## config.mk

```make
export PLATFORM = sky130hd
export DESIGN_NAME = instr_feeder
export DESIGN_NICKNAME = d
export VERILOG_FILES = /design/src/rtl/rm_feed_pkg.sv /design/src/rtl/instr_ram.sv /design/src/rtl/instr_feeder.sv
export SDC_FILE = /design/constraint.sdc
export NUM_CORES = 1
export LEC_CHECK = 0
export CAP_MARGIN = 20
export CORE_ASPECT_RATIO = 1.5
export CORE_MARGIN = 2
export CORE_UTILIZATION = 60
export CTS_BUF_LIST = sky130_fd_sc_hd__clkbuf_4 sky130_fd_sc_hd__clkbuf_8 sky130_fd_sc_hd__clkbuf_16
export CTS_CLUSTER_SIZE = 10
export DETAILED_ROUTE_END_ITERATION = 7
export PLACE_DENSITY = 0.76
export SLEW_MARGIN = 20
export SYNTH_ARGS = -nofsm -noshare
export SYNTH_HDL_FRONTEND = slang
export SYNTH_SLANG_ARGS = --single-unit
```

## constraint.sdc

```tcl
create_clock -name clk -period 3.8 [get_ports clk]
set_clock_uncertainty 0.1 [all_clocks]
set_input_delay 0.38 -clock clk [delete_from_list [all_inputs] [get_ports clk]]
set_output_delay 0.38 -clock clk [all_outputs]
set_load 0.05 [all_outputs]
```

## src/rtl/rm_feed_pkg.sv

```systemverilog
// rm_feed_pkg: shared types and widths for the instruction feeder
package rm_feed_pkg;
  typedef enum logic [2:0] {IDLE, ISSUE, WAIT_ACK, WAIT_DONE, NEXT, DONE} feed_state_t;
  localparam int INSTR_W = 16;
endpackage

```

## src/rtl/instr_ram.sv

```systemverilog
// instr_ram: program store, one synchronous write port and an asynchronous read port
module instr_ram
  import rm_feed_pkg::*;
#(
  parameter int DEPTH = 32,
  parameter int AW = 5
) (
  input  logic               clk,
  input  logic               we,
  input  logic [AW-1:0]      waddr,
  input  logic [INSTR_W-1:0] wdata,
  input  logic [AW-1:0]      raddr,
  output logic [INSTR_W-1:0] rdata
);
  logic [INSTR_W-1:0] mem [DEPTH];
  // contents survive reset so a loaded program can be rerun
  always_ff @(posedge clk) if (we) mem[waddr] <= wdata;
  assign rdata = mem[raddr];
endmodule

```

## src/rtl/instr_feeder.sv

```systemverilog
// instr_feeder: steps a stored program into the cpu, one instruction per w handshake
module instr_feeder
  import rm_feed_pkg::*;
#(
  parameter int DEPTH = 32,
  parameter int AW = 5,
  parameter int TIMEOUT = 255
) (
  input  logic               clk,
  input  logic               reset,
  input  logic               prog_we,
  input  logic [AW-1:0]      prog_addr,
  input  logic [INSTR_W-1:0] prog_data,
  input  logic               run,
  input  logic [AW:0]        len,
  input  logic               cpu_w,
  output logic               cpu_s,
  output logic               cpu_load,
  output logic [INSTR_W-1:0] cpu_in,
  output logic [AW-1:0]      pc,
  output logic               busy,
  output logic               done,
  output logic               err
);
  localparam int CW = $clog2(TIMEOUT + 1);
  feed_state_t state, state_d;
  logic [AW-1:0] pc_d;
  logic [AW:0] len_q, len_d, len_c;
  logic [CW-1:0] cnt, cnt_d;
  logic [INSTR_W-1:0] in_d, rdata;
  logic busy_d, done_d, err_d, hit, idle;
  assign idle = state == IDLE || state == DONE;
  assign cpu_s = state == ISSUE;
  assign cpu_load = state == ISSUE || state == WAIT_ACK;
  assign len_c = len > (AW+1)'(DEPTH) ? (AW+1)'(DEPTH) : len;
  assign hit = state == WAIT_ACK ? !cpu_w : cpu_w;
  // reading at the next pc lets cpu_in be captured on the edge that enters ISSUE
  instr_ram #(.DEPTH(DEPTH), .AW(AW)) u_ram (
    .clk(clk), .we(prog_we && idle), .waddr(prog_addr), .wdata(prog_data),
    .raddr(pc_d), .rdata(rdata)
  );
  // next-state and next-register logic for the issue/handshake sequence
  always_comb begin
    state_d = state;
    pc_d = pc;
    cnt_d = cnt;
    len_d = len_q;
    busy_d = busy;
    done_d = done;
    err_d = err;
    case (state)
      IDLE, DONE: if (run) begin
        len_d = len_c;
        pc_d = '0;
        err_d = 1'b0;
        done_d = len_c == '0;
        busy_d = len_c != '0;
        state_d = len_c == '0 ? DONE : ISSUE;
      end
      ISSUE: begin
        cnt_d = '0;
        state_d = WAIT_ACK;
      end
      WAIT_ACK, WAIT_DONE: if (hit) begin
        cnt_d = '0;
        state_d = state == WAIT_ACK ? WAIT_DONE : NEXT;
      end else if (cnt == CW'(TIMEOUT - 1)) begin
        err_d = 1'b1;
        done_d = 1'b1;
        busy_d = 1'b0;
        state_d = DONE;
      end else cnt_d = cnt + 1'b1;
      NEXT: if ({1'b0, pc} == len_q - 1'b1) begin
        done_d = 1'b1;
        busy_d = 1'b0;
        state_d = DONE;
      end else begin
        pc_d = pc + 1'b1;
        state_d = ISSUE;
      end
      default: state_d = IDLE;
    endcase
    in_d = state_d == ISSUE ? rdata : cpu_in;
  end
  // state and datapath registers
  always_ff @(posedge clk) begin
    if (reset) begin
      state <= IDLE;
      pc <= '0;
      cnt <= '0;
      len_q <= '0;
      cpu_in <= '0;
      busy <= 1'b0;
      done <= 1'b0;
      err <= 1'b0;
    end else begin
      state <= state_d;
      pc <= pc_d;
      cnt <= cnt_d;
      len_q <= len_d;
      cpu_in <= in_d;
      busy <= busy_d;
      done <= done_d;
      err <= err_d;
    end
  end
endmodule

```

==> metrics.txt, run 1 <==
run status=finished, violations left; failing checks=negative setup slack; Max VDD drop=0.435 mV; Cell variety after synth=74; GRT overflow=0; drt pass-1 iters=5; DIE WIDTH=164 um; share of layout cells above drive strength 1=0.181; Hold WS=0.217 ns; Worst Path Required=4.14 ns; CP startpoint=len_q[0]; pin count of the biggest net entering global routing=96; clk_lat worst skew=0.61 ns; Layout Nets=1902; RSZ-0062 raised after global routing=yes; Slew Limit Fails=0; die area=39900 um^2; wire length per cell=26.6 um; number of core rows=87; setup TNS=-0.226 ns; Arrival @ worst endpoint=4.36 ns; fmax=248 MHz; Max clock buf depth=3; dominant synthesized flop cell=edfxtp_1; switching share of total power=0.207; DP Area=24700 um^2; area leader, netlist=edfxtp_1; Syn Nets=1739; CP Max Fanout=48; Ys Warns=0; final setup margin=-0.226 ns; Reg-to-Reg Start=len_q[0]; maxcap violations=0; Clock Sinks=553; GP Congestion=0.915; Reg area=16200 um^2; combinational fraction of design power=0.045; EDFF count, synth=512; placeable core region=37700 um^2; vias per inst=6.65; Final Cell Area=27300 um^2; GRT Resource Usage Total=0.310; # DRC=0; area grow syn2layout=18.7%; total power=0.0129 W; Initial Util=0.609; Setup Viol. Count Final=1; Pwr Density=475 nW/um^2; sequential share of power=0.521; Hold-fix buffers, CTS=0; CTS clk-pin slew, worst paths=0.06 ns; hold wc startpoint=prog_data[13]; Worst Setup End Kind=register; Synth top area share=0.670; Worst-Margin Slew=0.832 ns; CTS tree=done; type of origin of the critical path=register; Slew Limit Headroom=0.446; area of the multi-input gates=6410 um^2; most area-consuming cells after synthesis=edfxtp_1 (67%), nand2_1 (5.9%), dfxtp_1 (3.6%), mux2i_1 (2.7%), a311oi_1 (1.8%); Synth Instances=1703; CP Class=register to register; cell internal pwr=0.0103 W; Starting DRT DRC Count=2072; post-synthesis sequential area ratio=0.706; routed via count=16000; antenna cell count=0; Fillers=2375; final wirelength=64000 um; number of global-route vias before repair=15600; synthesized cell area=22900 um^2; io pins=58; antenna viol nets, final=0; H-Tree Depth=2; leak pwr=9.62 nW; HPWL after DPL=37500 um; post-route minimum period=4.03 ns; Sw Pwr=0.00268 W; Num CTS Buffers=61; clock share of power=0.434; Fin. Hold Viols=0; Port Buffers=57; Final period util=1.06; async set or reset register ratio after synthesis=0; Min-Delay Path Class=input pin to register; initial antenna violation count=1; first-pass GRT wire length=91500 um; synthesized flop and latch total=553; Avg Synthesized Cell Area=13.5 um^2; Die H=244 um; clock root buffer master=clkbuf_16
==> timing repair <==
action                                  in CTS  in global routing
resized for setup                            8                 36
endpoints found under the setup margin       9                 15
cloned                                       1                  4
pin swaps                                    5                  8
setup buffers                               11                 10
==> area by class of cell <==
| class | instances | area share |
|---|---|---|
| multi-input combinational | 1024 | 0.235 |
| inverter | 9 | 0.00124 |
| tap | 489 | 0.0225 |
| clock inverter | 4 | 0.00179 |
| timing repair buffer | 217 | 0.0751 |
| clock buffer | 110 | 0.0697 |
| sequential | 553 | 0.594 |
==> synthesized netlist by cell type (all sizes together) (3+ instances only) <==
| cell type | instances |
|---|---|
| dfxtp | 41 |
| a311oi | 52 |
| nor2b | 18 |
| nand3 | 43 |
| a221oi | 40 |
| a221o | 12 |
| o22ai | 19 |
| mux2i | 63 |
| or3 | 7 |
| a211oi | 22 |
| xnor2 | 7 |
| a32oi | 3 |
| nand3b | 9 |
| edfxtp | 512 |
| a21oi | 54 |
| buf | 78 |
| ha | 4 |
| nand2b | 3 |
| o311ai | 3 |
| o31ai | 4 |
| a211o | 4 |
| nor2 | 78 |
| nor3 | 17 |
| and2 | 6 |
| o22a | 3 |
| o221ai | 25 |
| nand2 | 358 |
| o21ai | 34 |
| clkbuf | 39 |
| or3b | 3 |
| inv | 9 |
| a32o | 9 |
| a2111oi | 4 |
| o32a | 3 |
| nand4 | 3 |
| and3 | 51 |
| a21o | 4 |
| a31oi | 20 |
| o41ai | 12 |
| xor2 | 6 |
==> critical path, stage by stage (launching register included) <==
cell      delay, ns
dfxtp_2        0.35
inv_1          0.07
ha_1           0.23
and2_1         0.20
a211o_1        0.33
a32o_1         0.27
buf_4          0.17
a21oi_2        0.24
o21a_4         0.26
buf_16         0.27
nand2_1        0.08
and3_1         0.16
a311oi_1       0.33
nor3_1         0.17
o41ai_2        0.57
==> power by group through the flow <==
stage               logic, W  clock network [W]  registers (W)
floorplan           0.000228                  0        0.00691
global placement    0.000556                  0        0.00687
detailed placement  0.000568                  0        0.00687
CTS                 0.000574            0.00563        0.00674
global route        0.000619            0.00590        0.00674
finish              0.000586            0.00561        0.00674
==> through the flow <==
stage	util	std cells	worst slack [ns]
2_1_floorplan	-	1703	0.386
3_3_place_gp	0.657	2266	-0.135
3_5_place_dp	0.657	2266	-0.302
4_1_cts	0.713	2392	0.0274
5_1_grt	0.724	2406	-0.307
6_report	0.724	2406	-0.226
==> path summary, 6_finish.rpt <==
| path | endpoint | slack [ns] | depth (start not counted) |
|---|---|---|---|
| worst max register to register | cpu_in[4] | -0.23 | 14 |
| worst min-delay path | u_ram.mem[25][13] | 0.22 | 1 |
| worst max-delay path | cpu_in[4] | -0.23 | 14 |
| worst min register to register | cpu_in[11] | 0.38 | 2 |
==> layer usage <==
metal	track usage	vias to the layer above	wire length, um
met3	0.0466	245	5420
met5	0	-	0
met2	0.531	1015	32600
met4	0.197	0	4720
li1	-	6878	-
met1	0.363	7872	21300
==> cells in the final DEF, fill, tap and decap left out, types with 4 or more instances in the layout <==
cell and n:
a211o_1 4, a211oi_1 19, a21oi_1 51, a221o_1 12, a221oi_1 32, a221oi_2 7
a311oi_1 36, a311oi_2 14, a31oi_1 20, a32o_1 9, and2_1 5, and3_1 51
buf_12 11, buf_2 6, buf_4 138, clkbuf_16 65, clkbuf_4 48, clkdlybuf4s50_1 51
dfxtp_1 40, edfxtp_1 512, ha_1 4, inv_1 9, mux2i_1 63, nand2_1 357
nand3_1 43, nand3b_1 9, nor2_1 76, nor2b_1 18, nor3_1 13, nor3_2 4
o21ai_0 29, o221ai_1 25, o22ai_1 19, o41ai_2 9, or3_1 6, xnor2_1 7
xor2_1 6
==> flip-flops by register name (all words and copies together) (netlist names) <==
name,count
u_ram.mem,512
cpu_in,16
cnt,8
len_q,6
pc,5
state,3
busy,1
done,1
err,1
==> kinds of logic (layout without fill, tap and decap cells) <==
group | after synthesis | count (layout) | synth area share
and+or+nand+nor | 605 | 605 | 0.117
DFF | 553 | 553 | 0.706
AOI/OAI and AO/OA | 339 | 339 | 0.116
buffers and inverters | 126 | 340 | 0.0267
muxes | 63 | 63 | 0.0275
xor gates and xnor gates | 13 | 13 | 0.00496
adders and majority gates | 4 | 4 | 0.00218
Power figures use the tool's default switching activity.
==> inputs of run 2 (changes only) <==
--- a/config.mk
+++ b/config.mk
@@ -12,7 +12,9 @@
 export CTS_BUF_LIST = sky130_fd_sc_hd__clkbuf_4 sky130_fd_sc_hd__clkbuf_8 sky130_fd_sc_hd__clkbuf_16
 export CTS_CLUSTER_SIZE = 10
 export DETAILED_ROUTE_END_ITERATION = 7
+export HOLD_SLACK_MARGIN = 0.03
 export PLACE_DENSITY = 0.76
+export REMOVE_ABC_BUFFERS = 1
 export SLEW_MARGIN = 20
 export SYNTH_ARGS = -nofsm -noshare
 export SYNTH_HDL_FRONTEND = slang
==> run 2 against run 1 <==
The flow now finishes without violations. Largest power group unchanged. Design area decreased by 1.7%. Core utilization fell by 1.2 points. Worst hold slack got worse by 0.0076 ns. Via count down 3.9%. Critical path depth down 1. Power shrank 0.44%. Clock power is essentially flat. First-iteration DRC count down 13%. Setup slack better by 0.31 ns. Non-clock buffer count is 30 lower. Cell count decreased by 1.3%.
==> metrics.txt, run 2 (synthesized netlist as in run 1, its figures left out) <==
die area=39900 um^2; number of global-route vias before repair=15300; routed via count=15400; Max clock buf depth=3; commonest non-fill, non-tap cell in the layout=edfxtp_1; Slew Limit Headroom=0.515; DP Area=24700 um^2; final wirelength=58000 um; Critical-path top delay cell=o21ai_4; post-route minimum period=3.72 ns; io pins=58; Reg with most FFs=u_ram.mem; commonest non-fill, non-tap cells in the layout=edfxtp_1 (512), nand2_1 (358), buf_4 (112), nor2_1 (76); Setup Viol. Count Final=0; hold wc startpoint=prog_data[0]; Starting DRT DRC Count=1811; Fillers=2454; biggest regs=u_ram.mem x512, cpu_in x16, cnt x8; setup TNS=0 ns; Worst Setup End Kind=register; Layout Nets=1873; antenna cell count=0; H-Tree Depth=2; drt pass-1 iters=5; Slew Limit Fails=0; wire length per cell=24.4 um; Num CTS Buffers=61; type of origin of the critical path=register; Worst Path Required=4.17 ns; clk_lat worst skew=0.60 ns; GRT Resource Usage Total=0.289; max reg flops=512; Buffers & Inverters on Critical Path=3; R2R setup slack=0.08 ns; Top delay family on crit path=compound AO/OA/AOI/OAI gates; placeable core region=37700 um^2; share of layout cells above drive strength 1=0.162; final core occ=0.711; CP startpoint=len_q[1]; Min-Delay Path Class=input pin to register; DIE WIDTH=164 um; Hold-fix buffers, CTS=0; RSZ-0062 raised after global routing=yes; run status=finished clean; CTS clk-pin slew, worst paths=0.06 ns; vias per inst=6.48; initial antenna violation count=0; GP Congestion=0.870; Arrival @ worst endpoint=4.08 ns; GRT overflow=0; Pwr Density=481 nW/um^2; Hold WS=0.210 ns; Die H=244 um; number of core rows=87; Worst-Margin Slew=0.725 ns; crit-path max cell delay=0.58 ns; # DRC=0; HPWL after DPL=36700 um; clock root buffer master=clkbuf_16; Final period util=0.978; area grow syn2layout=16.7%; leak pwr=9.39 nW; maxcap violations=0; Clock Sinks=553; Fin. Hold Viols=0; Port Buffers=57; Reg-to-Reg Start=len_q[1]; Final Cell Area=26800 um^2; crit-path cells=inv_1, ha_1, xnor2_1, a21oi_1, a32o_2, a21oi_2, o21ai_4, buf_12, buf_4, nand2_1, a311oi_1, nor3_1, o41ai_2; first-pass GRT wire length=86900 um; Max VDD drop=0.407 mV; CP Max Fanout=15; antenna viol nets, final=0; pin count of the biggest net entering global routing=70; CP Class=register to register; CTS tree=done; fmax=269 MHz; Initial Util=0.609
[run 2: worst paths after layout]
kind / endpoint / cells after the start
worst max-delay path: cpu_in[14] / 13
worst min-delay path: u_ram.mem[10][0] / 1
worst max register to register: cpu_in[14] / 13
worst min register to register: cpu_in[8] / 2
[run 2: what timing repair did]
item                                    in CTS  in global routing
buffers inserted                             0                  6
resized for setup                            1                 21
endpoints found under the setup margin       1                 16
pin swaps                                    0                  9
cloned                                       0                  2
hold endpoints to repair                     0                  0
[run 2: cell type report]
cell class | count | area (um^2) | share of cell area
sequential | 553 | 16200 | 0.605
multi-input combinational | 1025 | 6300 | 0.235
clock buffer | 110 | 1920 | 0.0716
timing repair buffer | 187 | 1710 | 0.0637
tap | 489 | 612 | 0.0228
inverter | 9 | 33.8 | 0.00126
clock inverter | 2 | 21.3 | 0.000794
[run 2: through the flow]
step                      total power [W]  setup slack (ns)  std cells
final                              0.0129            0.0840       2375
after global routing               0.0132           -0.0677       2375
after CTS                          0.0129            0.0126       2367
after detailed placement          0.00742           -0.0350       2255
after global placement            0.00741            0.0418       2255
after floorplan                   0.00713             -4.71       1586
[run 2: report_power, final]
group / switching, W / internal [W]
Combinational: 0.000382 / 0.000174
Sequential: 0.0000365 / 0.00671
Clock: 0.00220 / 0.00339
Total: 0.00261 / 0.0103
[run 2: metal layers]
layer	share of wire	up-vias	global-route usage
met5	0	-	0
li1	-	6813	-
met3	0.074	171	0.0429
met1	0.35	7590	0.347
met2	0.53	815	0.512
met4	0.043	0	0.130
==> inputs of run 3 (changes only) <==
--- a/config.mk
+++ b/config.mk
@@ -12,6 +12,7 @@
 export CTS_BUF_LIST = sky130_fd_sc_hd__clkbuf_4 sky130_fd_sc_hd__clkbuf_8 sky130_fd_sc_hd__clkbuf_16
 export CTS_CLUSTER_SIZE = 10
 export DETAILED_ROUTE_END_ITERATION = 7
+export GPL_TIMING_DRIVEN = 0
 export HOLD_SLACK_MARGIN = 0.03
 export PLACE_DENSITY = 0.76
 export REMOVE_ABC_BUFFERS = 1
==> run 3 against run 2 <==
The flow now finishes with violations (negative setup slack). Combinational power increased by 5.0%. Cell count decreased by 0.76%. Sequential share of layout area is 1.7 points lower. Clock power up 3%. Maximum frequency down 3.8%. Highest routed layer unchanged.
==> metrics.txt, run 3 (synthesized netlist as in run 1, its figures left out) <==
run status=finished, violations left; failing checks=negative setup slack; GRT Resource Usage Total=0.317; Final period util=1.02; maxcap violations=0; share of layout cells above drive strength 1=0.201; hold depth=1; Worst Setup End Kind=register; antenna viol nets, final=0; # DRC=0; max reg flops=512; H-Tree Depth=2; Die H=244 um; first-pass GRT wire length=93400 um; final setup margin=-0.0624 ns; biggest regs=u_ram.mem x512, cpu_in x16, cnt x8; Reg-to-Reg Start=len_q[0]; CTS clk-pin slew, worst paths=0.07 ns; clk_lat worst skew=0.60 ns; CTS tree=done; Starting DRT DRC Count=2171; Critical-path top delay cell=a311oi_1; area of the multi-input gates=6870 um^2; area grow syn2layout=20.3%; Setup Viol. Count Final=2; HPWL after DPL=35500 um; Clock Sinks=553; Hold-fix buffers, CTS=0; CP Class=register to register; crit-path cells=or4_4, or3_4, and4_4, buf_4, a21oi_1, o32a_2, and2_2, a221o_1, a221oi_2, a311oi_1, o41ai_2; Layout Nets=1853; Max VDD drop=0.450 mV; Final Cell Area=27600 um^2; leak pwr=9.54 nW; CP startpoint=len_q[0]; RSZ-0062 raised after global routing=yes; fmax=259 MHz; wire length per cell=28.1 um; Pwr Density=475 nW/um^2; Arrival @ worst endpoint=4.21 ns; Reg area=16200 um^2; pin count of the biggest net entering global routing=68; DP Area=24600 um^2; Initial Util=0.609; number of core rows=87; post-route minimum period=3.86 ns; Worst Path Required=4.14 ns; Port Buffers=57; GP Congestion=0.822; Fin. Hold Viols=0; worst r2r path cells=11; Num CTS Buffers=61; CP Max Fanout=13; drt pass-1 iters=6; io pins=58; Min-Delay Path Class=input pin to register; commonest non-fill, non-tap cells in the layout=edfxtp_1 (512), nand2_1 (351), clkbuf_16 (65), mux2i_1 (62), and3_1 (51); clock root buffer master=clkbuf_16; Slew Limit Headroom=0.265; initial antenna violation count=1; Max clock buf depth=3; Fillers=2254; Reg with most FFs=u_ram.mem; vias per inst=6.87; Worst-Margin Slew=1.10 ns; type of origin of the critical path=register; DIE WIDTH=164 um; placeable core region=37700 um^2; Place WS=-1.11 ns; antenna cell count=0; commonest non-fill, non-tap cell in the layout=edfxtp_1; routed via count=16200; GRT overflow=0; final wirelength=66200 um; die area=39900 um^2; hold wc startpoint=prog_data[15]; Slew Limit Fails=0; number of global-route vias before repair=15800; crit-path max cell delay=0.56 ns
==> run 3: cell count changes in the layout (fill, tap and decap cells not counted), moves of 9 or more <==
cell,previous run,this run
buf_16,0,12
buf_6,1,17
nor2_2,2,27
a311oi_2,4,15
nor2_1,76,41
a311oi_1,48,36
buf_8,0,19
a221oi_1,33,24
nor2_4,0,10
buf_4,112,43
==> run 3: path summary, 6_finish.rpt <==
kind	end	slack, ns
worst max-delay path	cpu_in[14]	-0.06
worst min-delay path	u_ram.mem[20][15]	0.21
worst max register to register	cpu_in[14]	-0.06
worst min register to register	len_q[1]	0.37
==> run 3: critical path, delay by kind of cell (launching register included) <==
kind                   cells  cell delay (ns)
AOI/OAI and AO/OA          6             1.39
buffers and inverters      1             0.15
DFF                        1             0.36
and+or+nand+nor            4             1.72
==> run 3: layout make-up <==
class,instances,area share
clock buffer,112,0.0707
tap,489,0.0222
inverter,9,0.00122
multi-input combinational,1032,0.249
clock inverter,2,0.00141
sequential,553,0.587
timing repair buffer,160,0.0683
==> run 3: metal layers <==
| metal | routed length [um] | GRT usage |
|---|---|---|
| met1 | 21500 | 0.378 |
| met2 | 33400 | 0.542 |
| met3 | 6910 | 0.0575 |
| met4 | 4320 | 0.171 |
| met5 | 0 | 0 |
==> run 3: power by group <==
part | total, W | leakage, nW | switching [W] | internal, W
Combinational | 0.000584 | 3.57 | 0.000406 | 0.000178
Sequential | 0.00676 | 4.95 | 0.0000477 | 0.00671
Clock | 0.00576 | 1.02 | 0.00225 | 0.00351
==> run 3: timing repair <==
item | 4_1_cts | 5_1_grt
setup endpoints to repair | 16 | 16
pin swaps | 17 | 19
resized for setup | 51 | 55
gates cloned | 7 | 3
buffers inserted | 20 | 30
==> run 3: stage by stage <==
stage	std cells	hold slack [ns]	power, W	TNS, ns	util
floorplan	1586	0.349	0.00713	-78.12	-
global placement	2132	0.371	0.00737	-203.15	0.625
detailed placement	2185	0.363	0.00742	-13.80	0.654
CTS	2326	0.281	0.0131	-0.0508	0.719
global route	2357	0.226	0.0134	-0.536	0.733
finish	2357	0.214	0.0131	-0.0804	0.733
